File: src/rtl/tinker_pkg.sv
// Shared types and constants for the tinker fetch front end.
package tinker_pkg;

  localparam int              INSTR_W          = 32;
  localparam int              ADDR_W           = 64;
  localparam logic [63:0]     RESET_PC_DEFAULT = 64'h2000;

  typedef enum logic [1:0] {
    IDLE   = 2'd0,
    RUN    = 2'd1,
    HALTED = 2'd2
  } fetch_state_e;

  typedef struct packed {
    logic [INSTR_W-1:0] instr;
    logic [ADDR_W-1:0]  pc4;
  } fetch_entry_t;

  // 32-bit add that sticks at all-ones instead of wrapping
  function automatic logic [31:0] sat_add32(input logic [31:0] a, input logic [31:0] b);
    logic [32:0] sum;
    sum = {1'b0, a} + {1'b0, b};
    if (sum[32]) begin
      return 32'hFFFF_FFFF;
    end else begin
      return sum[31:0];
    end
  endfunction

endpackage

File: src/rtl/tinker_fetch_chk.sv
// Simulation checks for the fetch unit: the credit scheme must never
// let a response push into a full instruction queue.
module tinker_fetch_chk (
  input logic clk,
  input logic reset,
  input logic push,
  input logic full
);

  a_no_push_when_full: assert property (@(posedge clk) disable iff (reset) !(push && full));

endmodule

File: src/rtl/tinker_fetch_fifo.sv
// Instruction queue between the memory response path and decode.
// Power-of-two depth, so the pointers wrap on their own.
module tinker_fetch_fifo
  import tinker_pkg::*;
#(
  parameter int DEPTH = 4
) (
  input  logic                  clk,
  input  logic                  reset,
  input  logic                  push,
  input  logic                  pop,
  input  logic                  flush,
  input  fetch_entry_t          wr_entry,
  output fetch_entry_t          rd_entry,
  output logic                  full,
  output logic                  empty,
  output logic [$clog2(DEPTH):0] count
);

  localparam int               PTR_W   = $clog2(DEPTH);
  localparam int               CNT_W   = PTR_W + 1;
  localparam logic [PTR_W-1:0] PTR_ONE = PTR_W'(1);
  localparam logic [CNT_W-1:0] CNT_MAX = CNT_W'(DEPTH);

  fetch_entry_t     mem_r [DEPTH];
  logic [PTR_W-1:0] rd_ptr_r;
  logic [PTR_W-1:0] wr_ptr_r;
  logic [CNT_W-1:0] count_r;
  logic             push_ok_s;
  logic             pop_ok_s;

  // a write into a full queue is dropped; a pop of an empty queue is ignored
  always_comb begin
    full      = (count_r == CNT_MAX);
    empty     = (count_r == {CNT_W{1'b0}});
    push_ok_s = push & ~full;
    pop_ok_s  = pop & ~empty;
  end

  // storage, pointers and occupancy; flush wins over push/pop
  always_ff @(posedge clk or posedge reset) begin
    if (reset) begin
      rd_ptr_r <= {PTR_W{1'b0}};
      wr_ptr_r <= {PTR_W{1'b0}};
      count_r  <= {CNT_W{1'b0}};
      for (int i = 0; i < DEPTH; i++) begin
        mem_r[i] <= '0;
      end
    end else if (flush) begin
      rd_ptr_r <= {PTR_W{1'b0}};
      wr_ptr_r <= {PTR_W{1'b0}};
      count_r  <= {CNT_W{1'b0}};
    end else begin
      if (push_ok_s) begin
        mem_r[wr_ptr_r] <= wr_entry;
        wr_ptr_r        <= wr_ptr_r + PTR_ONE;
      end
      if (pop_ok_s) begin
        rd_ptr_r <= rd_ptr_r + PTR_ONE;
      end
      count_r <= count_r + CNT_W'(push_ok_s) - CNT_W'(pop_ok_s);
    end
  end

  assign rd_entry = mem_r[rd_ptr_r];
  assign count    = count_r;

endmodule

File: src/rtl/tinker_fetch_unit.sv
// Instruction fetch unit: issues sequential fetches under a credit limit,
// queues returned words for decode, and squashes stale responses after a
// redirect. Optional statistics counters: define TINKER_FETCH_STATS_EN.
module tinker_fetch_unit
  import tinker_pkg::*;
#(
  parameter logic [ADDR_W-1:0] RESET_PC = RESET_PC_DEFAULT,
  parameter int                DEPTH    = 4
) (
  input  logic               clk,
  input  logic               reset,
  output logic               imem_req_valid,
  input  logic               imem_req_ready,
  output logic [ADDR_W-1:0]  imem_req_addr,
  input  logic               imem_rsp_valid,
  input  logic [INSTR_W-1:0] imem_rsp_data,
  input  logic               redirect_valid,
  input  logic [ADDR_W-1:0]  redirect_pc,
  input  logic               halt_req,
  output logic               out_valid,
  input  logic               out_ready,
  output logic [INSTR_W-1:0] out_instr,
  output logic [ADDR_W-1:0]  out_pc4
`ifdef TINKER_FETCH_STATS_EN
  ,
  output logic [31:0]        stat_fetched,
  output logic [31:0]        stat_dropped
`endif
);

  localparam int                CNT_W        = $clog2(DEPTH) + 1;
  localparam logic [CNT_W-1:0]  CNT_ZERO     = {CNT_W{1'b0}};
  localparam logic [CNT_W-1:0]  CNT_ONE      = CNT_W'(1);
  localparam logic [CNT_W:0]    CREDIT_LIMIT = (CNT_W + 1)'(DEPTH);
  localparam logic [ADDR_W-1:0] PC_STEP      = 64'd4;

  fetch_state_e      state_r;
  fetch_state_e      state_nxt_s;
  logic [ADDR_W-1:0] fetch_pc_r;
  logic [ADDR_W-1:0] fetch_pc_nxt_s;
  logic [ADDR_W-1:0] rsp_pc_r;
  logic [ADDR_W-1:0] rsp_pc_nxt_s;
  logic [CNT_W-1:0]  inflight_r;
  logic [CNT_W-1:0]  inflight_nxt_s;
  logic [CNT_W-1:0]  drop_cnt_r;
  logic [CNT_W-1:0]  drop_nxt_s;
  logic [CNT_W-1:0]  q_count_s;
  logic [CNT_W:0]    credit_used_s;
  logic              q_full_s;
  logic              q_empty_s;
  logic              req_valid_s;
  logic              req_hs_s;
  logic              rsp_acc_s;
  logic              rsp_drop_s;
  logic              push_s;
  logic              pop_s;
  fetch_entry_t      push_entry_s;
  fetch_entry_t      head_s;

  // pipeline state register
  always_ff @(posedge clk or posedge reset) begin
    if (reset) begin
      state_r <= IDLE;
    end else begin
      state_r <= state_nxt_s;
    end
  end

  // IDLE lasts one cycle; HALTED is only left through reset
  always_comb begin
    state_nxt_s = state_r;
    case (state_r)
      IDLE: begin
        state_nxt_s = RUN;
      end
      RUN: begin
        if (halt_req) begin
          state_nxt_s = HALTED;
        end else begin
          state_nxt_s = RUN;
        end
      end
      HALTED: begin
        state_nxt_s = HALTED;
      end
      default: begin
        state_nxt_s = IDLE;
      end
    endcase
  end

  // issue while running, with queue + in-flight below DEPTH and no redirect
  always_comb begin
    credit_used_s = {1'b0, q_count_s} + {1'b0, inflight_r};
    if ((state_r == RUN) && (credit_used_s < CREDIT_LIMIT) && !redirect_valid) begin
      req_valid_s = 1'b1;
    end else begin
      req_valid_s = 1'b0;
    end
  end

  // per-cycle events; a response in a redirect cycle is never kept
  always_comb begin
    req_hs_s           = req_valid_s & imem_req_ready;
    rsp_acc_s          = imem_rsp_valid & (inflight_r != CNT_ZERO);
    push_s             = rsp_acc_s & (drop_cnt_r == CNT_ZERO) & ~redirect_valid;
    rsp_drop_s         = rsp_acc_s & ~push_s;
    pop_s              = ~q_empty_s & out_ready;
    push_entry_s.instr = imem_rsp_data;
    push_entry_s.pc4   = rsp_pc_r + PC_STEP;
  end

  // kept responses are sequential from the last redirect target, so
  // rsp_pc tracks the address of the next word that will be queued
  always_comb begin
    if (req_hs_s && !rsp_acc_s) begin
      inflight_nxt_s = inflight_r + CNT_ONE;
    end else if (!req_hs_s && rsp_acc_s) begin
      inflight_nxt_s = inflight_r - CNT_ONE;
    end else begin
      inflight_nxt_s = inflight_r;
    end
    if (redirect_valid) begin
      drop_nxt_s     = inflight_nxt_s;
      fetch_pc_nxt_s = redirect_pc;
      rsp_pc_nxt_s   = redirect_pc;
    end else begin
      if (rsp_drop_s) begin
        drop_nxt_s = drop_cnt_r - CNT_ONE;
      end else begin
        drop_nxt_s = drop_cnt_r;
      end
      if (req_hs_s) begin
        fetch_pc_nxt_s = fetch_pc_r + PC_STEP;
      end else begin
        fetch_pc_nxt_s = fetch_pc_r;
      end
      if (push_s) begin
        rsp_pc_nxt_s = rsp_pc_r + PC_STEP;
      end else begin
        rsp_pc_nxt_s = rsp_pc_r;
      end
    end
  end

  // fetch/response pointers and credit counters
  always_ff @(posedge clk or posedge reset) begin
    if (reset) begin
      fetch_pc_r <= RESET_PC;
      rsp_pc_r   <= RESET_PC;
      inflight_r <= CNT_ZERO;
      drop_cnt_r <= CNT_ZERO;
    end else begin
      fetch_pc_r <= fetch_pc_nxt_s;
      rsp_pc_r   <= rsp_pc_nxt_s;
      inflight_r <= inflight_nxt_s;
      drop_cnt_r <= drop_nxt_s;
    end
  end

  tinker_fetch_fifo #(
    .DEPTH (DEPTH)
  ) u_fifo (
    .clk      (clk),
    .reset    (reset),
    .push     (push_s),
    .pop      (pop_s),
    .flush    (redirect_valid),
    .wr_entry (push_entry_s),
    .rd_entry (head_s),
    .full     (q_full_s),
    .empty    (q_empty_s),
    .count    (q_count_s)
  );

  tinker_fetch_chk u_chk (
    .clk   (clk),
    .reset (reset),
    .push  (push_s),
    .full  (q_full_s)
  );

  assign imem_req_valid = req_valid_s;
  assign imem_req_addr  = fetch_pc_r;
  assign out_valid      = ~q_empty_s;
  assign out_instr      = head_s.instr;
  assign out_pc4        = head_s.pc4;

`ifdef TINKER_FETCH_STATS_EN
  logic [31:0] stat_fetched_r;
  logic [31:0] stat_dropped_r;
  logic [31:0] flushed_s;
  logic [31:0] dropped_inc_s;

  // discarded responses plus queue entries thrown away by a flush
  always_comb begin
    if (redirect_valid) begin
      flushed_s = 32'(q_count_s) - 32'(pop_s);
    end else begin
      flushed_s = 32'd0;
    end
    dropped_inc_s = flushed_s + 32'(rsp_drop_s);
  end

  // saturating statistics, frozen once halted
  always_ff @(posedge clk or posedge reset) begin
    if (reset) begin
      stat_fetched_r <= 32'd0;
      stat_dropped_r <= 32'd0;
    end else if (state_r != HALTED) begin
      stat_fetched_r <= sat_add32(stat_fetched_r, 32'(push_s));
      stat_dropped_r <= sat_add32(stat_dropped_r, dropped_inc_s);
    end else begin
      stat_fetched_r <= stat_fetched_r;
      stat_dropped_r <= stat_dropped_r;
    end
  end

  assign stat_fetched = stat_fetched_r;
  assign stat_dropped = stat_dropped_r;
`endif

endmodule

File: config.mk
export PLATFORM = sky130hd
export DESIGN_NAME = tinker_fetch_unit
export DESIGN_NICKNAME = d
export VERILOG_FILES = /design/src/rtl/tinker_pkg.sv /design/src/rtl/tinker_fetch_chk.sv /design/src/rtl/tinker_fetch_fifo.sv /design/src/rtl/tinker_fetch_unit.sv
export SDC_FILE = /design/constraint.sdc
export NUM_CORES = 1
export LEC_CHECK = 0
export ABC_AREA = 1
export BUFFER_PORTS_ARGS = -buffer_cell sky130_fd_sc_hd__buf_2
export CAP_MARGIN = 20
export CORE_ASPECT_RATIO = 1.25
export CORE_MARGIN = 2
export CORE_UTILIZATION = 54
export DETAILED_ROUTE_END_ITERATION = 12
export PLACE_DENSITY = 0.85
export SYNTH_ARGS = -nofsm -noshare
export SYNTH_HDL_FRONTEND = slang
export SYNTH_SLANG_ARGS = --single-unit
File: constraint.sdc
create_clock -name clk -period 18.1 [get_ports clk]
set_input_delay 3.62 -clock clk [delete_from_list [all_inputs] [get_ports clk]]
set_output_delay 3.62 -clock clk [all_outputs]
set_load 0.005 [all_outputs]
Word level (Yosys, flattened, before mapping)
Cells that the tools add are included.
Word-level totals
  input bits: 103
  bits in registers: 527
  output and inout port bits: 162
  word-level logic and storage cells: 87
Cells by class
  $lt $le $gt $ge: 4
  multiplexer cells: 22
  bitwise logic cells: 14
  equality and inequality tests: 3
  add/subtract/negate cells: 10
  reduce and logical (&&, ||, !) cells: 18
Operators with widths (number)
  bitwise mux 384 bit: 1
  two-way mux 96 bit: 3
  two-way mux 64 bit: 4
  binary-select mux 96 bit (select 2 bit): 1
  demux 96 bit (select 2 bit): 1
  adder 64 x 3 -> 64 bit (second input constant): 2
  two-way mux 3 bit: 5
  two-way mux 2 bit: 5
  nonzero test 2 bit: 5
  AND 1 bit: 8
  >= comparator 3 bit (second input constant): 2
  zero test 3 bit: 2
  NOT 2 -> 3 bit: 2
  one-hot mux 2 bit (3 select lines): 1
  subtractor 3 x 1 -> 3 bit (second input constant): 2
  logical AND 1 bit: 5
  adder 2 x 1 -> 2 bit (second input constant): 2
  adder 3 x 3 -> 4 bit: 1
  less-than comparator 4 x 3 -> 1 bit (second input constant): 1
  NOT 1 bit: 4
  adder 3 x 1 -> 3 bit: 1
  adder 3 x 1 -> 3 bit (second input constant): 1
  equality test 3 bit (second input constant): 1
  zero test 1 bit: 3
  other kinds (8): 8

Depth between registers and ports, before layout
  depth after elaboration: 11
  mapped depth: 14
  mapped depth without buffers: 13

Hierarchy
From an unflattened synthesis, not the netlist that was laid out.
Unflattened totals
  cells, all modules: 3925
  area total of the unflattened synthesis: 28895.2 µm²
Modules (own cells, without submodules)
  tinker_fetch_fifo: cells each 2310, area each 18775.5 µm², instances 1
  tinker_fetch_unit: cells each 1615, area each 10119.7 µm², instances 1

Worst setup path after synthesis
Ideal clock, no wire load.
  kind: input port to output port
  start: input redirect_valid
  end: output imem_req_valid
  cell stages on the path: 4
  slack: 10.399 ns
  required time: 14.480 ns
  data arrival time: 4.081 ns
  path through: clkbuf_1 -> nor2_1 -> nand3_1 -> nor2_1
Between the ends
  longest elaborated chain between the ends: 3
Ends and longest elaborated chain
  start: declaration: line tinker_fetch_unit.sv:17  | input logic redirect_valid,
  zero test 1 bit: line tinker_fetch_unit.sv:95  | if ((state_r == RUN) && (credit_used_s < CREDIT_LIMIT) && !redirect_valid) begin
  logical AND 1 bit: line tinker_fetch_unit.sv:95
  two-way mux 1 bit: line tinker_fetch_unit.sv:95
  end: declaration: line tinker_fetch_unit.sv:12  | output logic imem_req_valid,
Every way passes these cells.

Final worst setup path
Ends and elaborated chain as after synthesis.

==> impl_metrics.ini <==
[synth]
syn-num-nets = 3864
synthCells = 3745
ys_warn_count = 0
synth_cell_type_count = 31
yosysSeqAreaShare_pct = 48.9
avgSynthCellArea_um2 = 7.20
syn_area_mm2 = 0.0270
ys_ff_latch = 527

[place]
place_ws_ps = 9700
post-dp-hpwl_mm = 57.3
port_buffers = 264
gp_congestion = 1.03
numPlacedInstances = 4507

[pwr]
powerDensity_mw_per_mm2 = 128
p_sw_share_pct = 35.7
power.internal_mw = 2.50
p_comb_share_pct = 29.1
ir_drop_v = 0.0000748
power_leakage_nw = 16.1
power_mw = 3.89
clkPwrFrac_pct = 30.6
seq_power_share_pct = 40.3
p_switching_mw = 1.39

[sta]
fin_skew_ps = 35.9
slew_headroom_pct = 24.3
fmax_ghz = 0.119
fin_hold_ws_ps = 472
finalWorstSetupSlack_ps = 9700
final_hold_viol_count = 0
min_period_ps = 8400
setup_violations = 0
tightest_slew_ps = 1130
drv_slew = 0
min_period_over_period_pct = 46.4
grt_setup_unrepaired = no
finalSetupTns_ps = 0

[setup_path]
cp_max_fo = 79
endpoint_kind = output pin
worstSetupStartpointType = input port
cp.required_ps = 14480
worstPathArrival_ps = 4780
crit_type = input port to output pin

[die]
die_w_um = 204
rows = 91
io_pins = 265
die_height_um = 254
initial_core_util_pct = 54.7
core_area_mm2 = 0.0493
die-area_mm2 = 0.0518

[grt]
antenna_found_initial = 1
grt_max_degree = 157
track_usage_pct = 33.5
grt_pass1_wl_mm = 135
grt_pass1_vias = 24933
globalRouteOverflowTotal = 0

[layout]
fillers = 4420
syn2layout_area_growth_pct = 12.9
fin_nets = 4032
multiInputGateArea_mm2 = 0.0123
layout_commonest_cell = nand2_1
seq_area_mm2 = 0.0132
fin_cells = 4610
drive_gt1_share_pct = 10.2
mostFrequentLayoutCells = nand2_1 (1741), dfrtp_1 (523), nor2_1 (432)

[worst_hold_path]
hold_path.class = register to register

[routing]
antenna_left = 0
drt_iter0_drc = 2501
drc = 0
wl_per_cell_um = 18.9
drt-total-wl_mm = 87.2
via_per_inst = 5.67
drt_first_pass_iters = 7
dr_total_vias = 26126

[clock_tree]
ctsRootBufferMaster = clkbuf_16
cts_tree = yes
cts_setup_buffers = 0
h-tree-depth = 2
cts.clk_slew.worst_paths_ps = 60
clk_path_buf_depth = 3
clk-insertion-delay-late_ps = 620
cts_inserted_buffers = 54
cts.sinks = 527
hold_buffers = 0
postCtsResizedCells = 0

[outcome]
status = finished, final reports clean

[flow_run]
drv_cap = 0
==> logic make-up (layout without fill, tap and decap cells) <==
logic type / after synthesis / count (layout) / share of synthesized area, %
compound gates: 420 / 420 / 8.48
buf+inv: 362 / 575 / 5.63
other cells: 0 / 1 / 0
simple gates: 2330 / 2330 / 33.3
xor+xnor: 90 / 90 / 2.92
fa+ha+maj: 16 / 16 / 0.770
flops: 527 / 527 / 48.9
==> state kept, by name (all words and copies together) (netlist names) <==
signal and flops:
u_fifo.rd_ptr_r 2, state_r 2, drop_cnt_r 3, imem_req_addr 64, u_fifo.mem_r 384, u_fifo.count 3
rsp_pc_r 64, u_fifo.wr_ptr_r 2, inflight_r 3
==> synthesized netlist by cell type <==
library cell / number / share of area (%)
buf_2: 55 / 1.0
fa_1: 1 / 0.074
inv_1: 179 / 2.5
nand2_2: 5 / 0.12
o221ai_1: 2 / 0.065
buf_1: 6 / 0.083
xnor2_1: 38 / 1.2
dfrtp_1: 525 / 49
o311ai_0: 1 / 0.032
o22ai_1: 96 / 2.2
and2_1: 1 / 0.023
xor2_1: 52 / 1.7
nand3b_1: 7 / 0.19
o31ai_1: 1 / 0.028
a31oi_4: 1 / 0.079
nor3_1: 4 / 0.074
clkbuf_1: 102 / 1.4
nand3_1: 125 / 2.3
dfstp_2: 2 / 0.19
nand2_1: 1741 / 24
inv_2: 8 / 0.11
nand4_1: 12 / 0.28
buf_6: 12 / 0.50
o21ai_0: 300 / 5.6
ha_1: 15 / 0.70
nor2_2: 1 / 0.023
nor2_4: 1 / 0.042
o21bai_1: 6 / 0.17
o211ai_1: 8 / 0.22
a21oi_1: 5 / 0.093
nor2_1: 433 / 6.0
==> through the flow <==
stage	util, %	instance area (um2)
floorplan	-	27000
global placement	57.9	28500
detailed placement	57.9	28500
CTS	61.7	30400
global route	61.8	30500
finish	61.8	30500
==> power by group through the flow <==
| stage | logic (mW) | registers [mW] | clock network, mW |
|---|---|---|---|
| global route | 1.26 | 1.59 | 1.25 |
| finish | 1.13 | 1.57 | 1.19 |
| global placement | 1.09 | 1.57 | 0 |
| CTS | 1.13 | 1.56 | 1.20 |
| detailed placement | 1.12 | 1.58 | 0 |
| floorplan | 0.710 | 1.52 | 0 |
==> layer usage <==
layer	track usage (%)	vias to the layer above	routed length, um
met5	0	-	0
met4	17.7	0	4470
met3	4.59	242	7760
met2	54.5	1385	40900
met1	43.6	12431	34100
li1	-	12068	-
==> cell type report <==
class,instances,share of cell area [%]
clock buffers,76,5.14
diodes,1,0.00822
inverters,187,2.33
repair buffers,287,5.05
multi-input cells,2856,40.4
flip-flops and latches,527,43.3
well taps,651,2.67
clock inverters,25,1.11
==> critical path, cell delays in order <==
cell	delay (ps)
buf_2	80
buf_4	680
nor2_1	120
nand3_1	100
nor2_1	60
buf_2	120
==> worst paths after layout <==
path	start	cells past startpoint	end	slack, ps
max	redirect_valid	6	imem_req_valid	9700
min	imem_req_addr[0]	2	imem_req_addr[0]	470
max reg2reg	inflight_r[0]	13	u_fifo.mem_r[40]	13950
min reg2reg	imem_req_addr[0]	2	imem_req_addr[0]	470
max in group asynchronous	reset	7	u_fifo.mem_r[339]	12000
min in group asynchronous	reset	3	u_fifo.mem_r[378]	3290
Power figures use the tool's default switching activity.
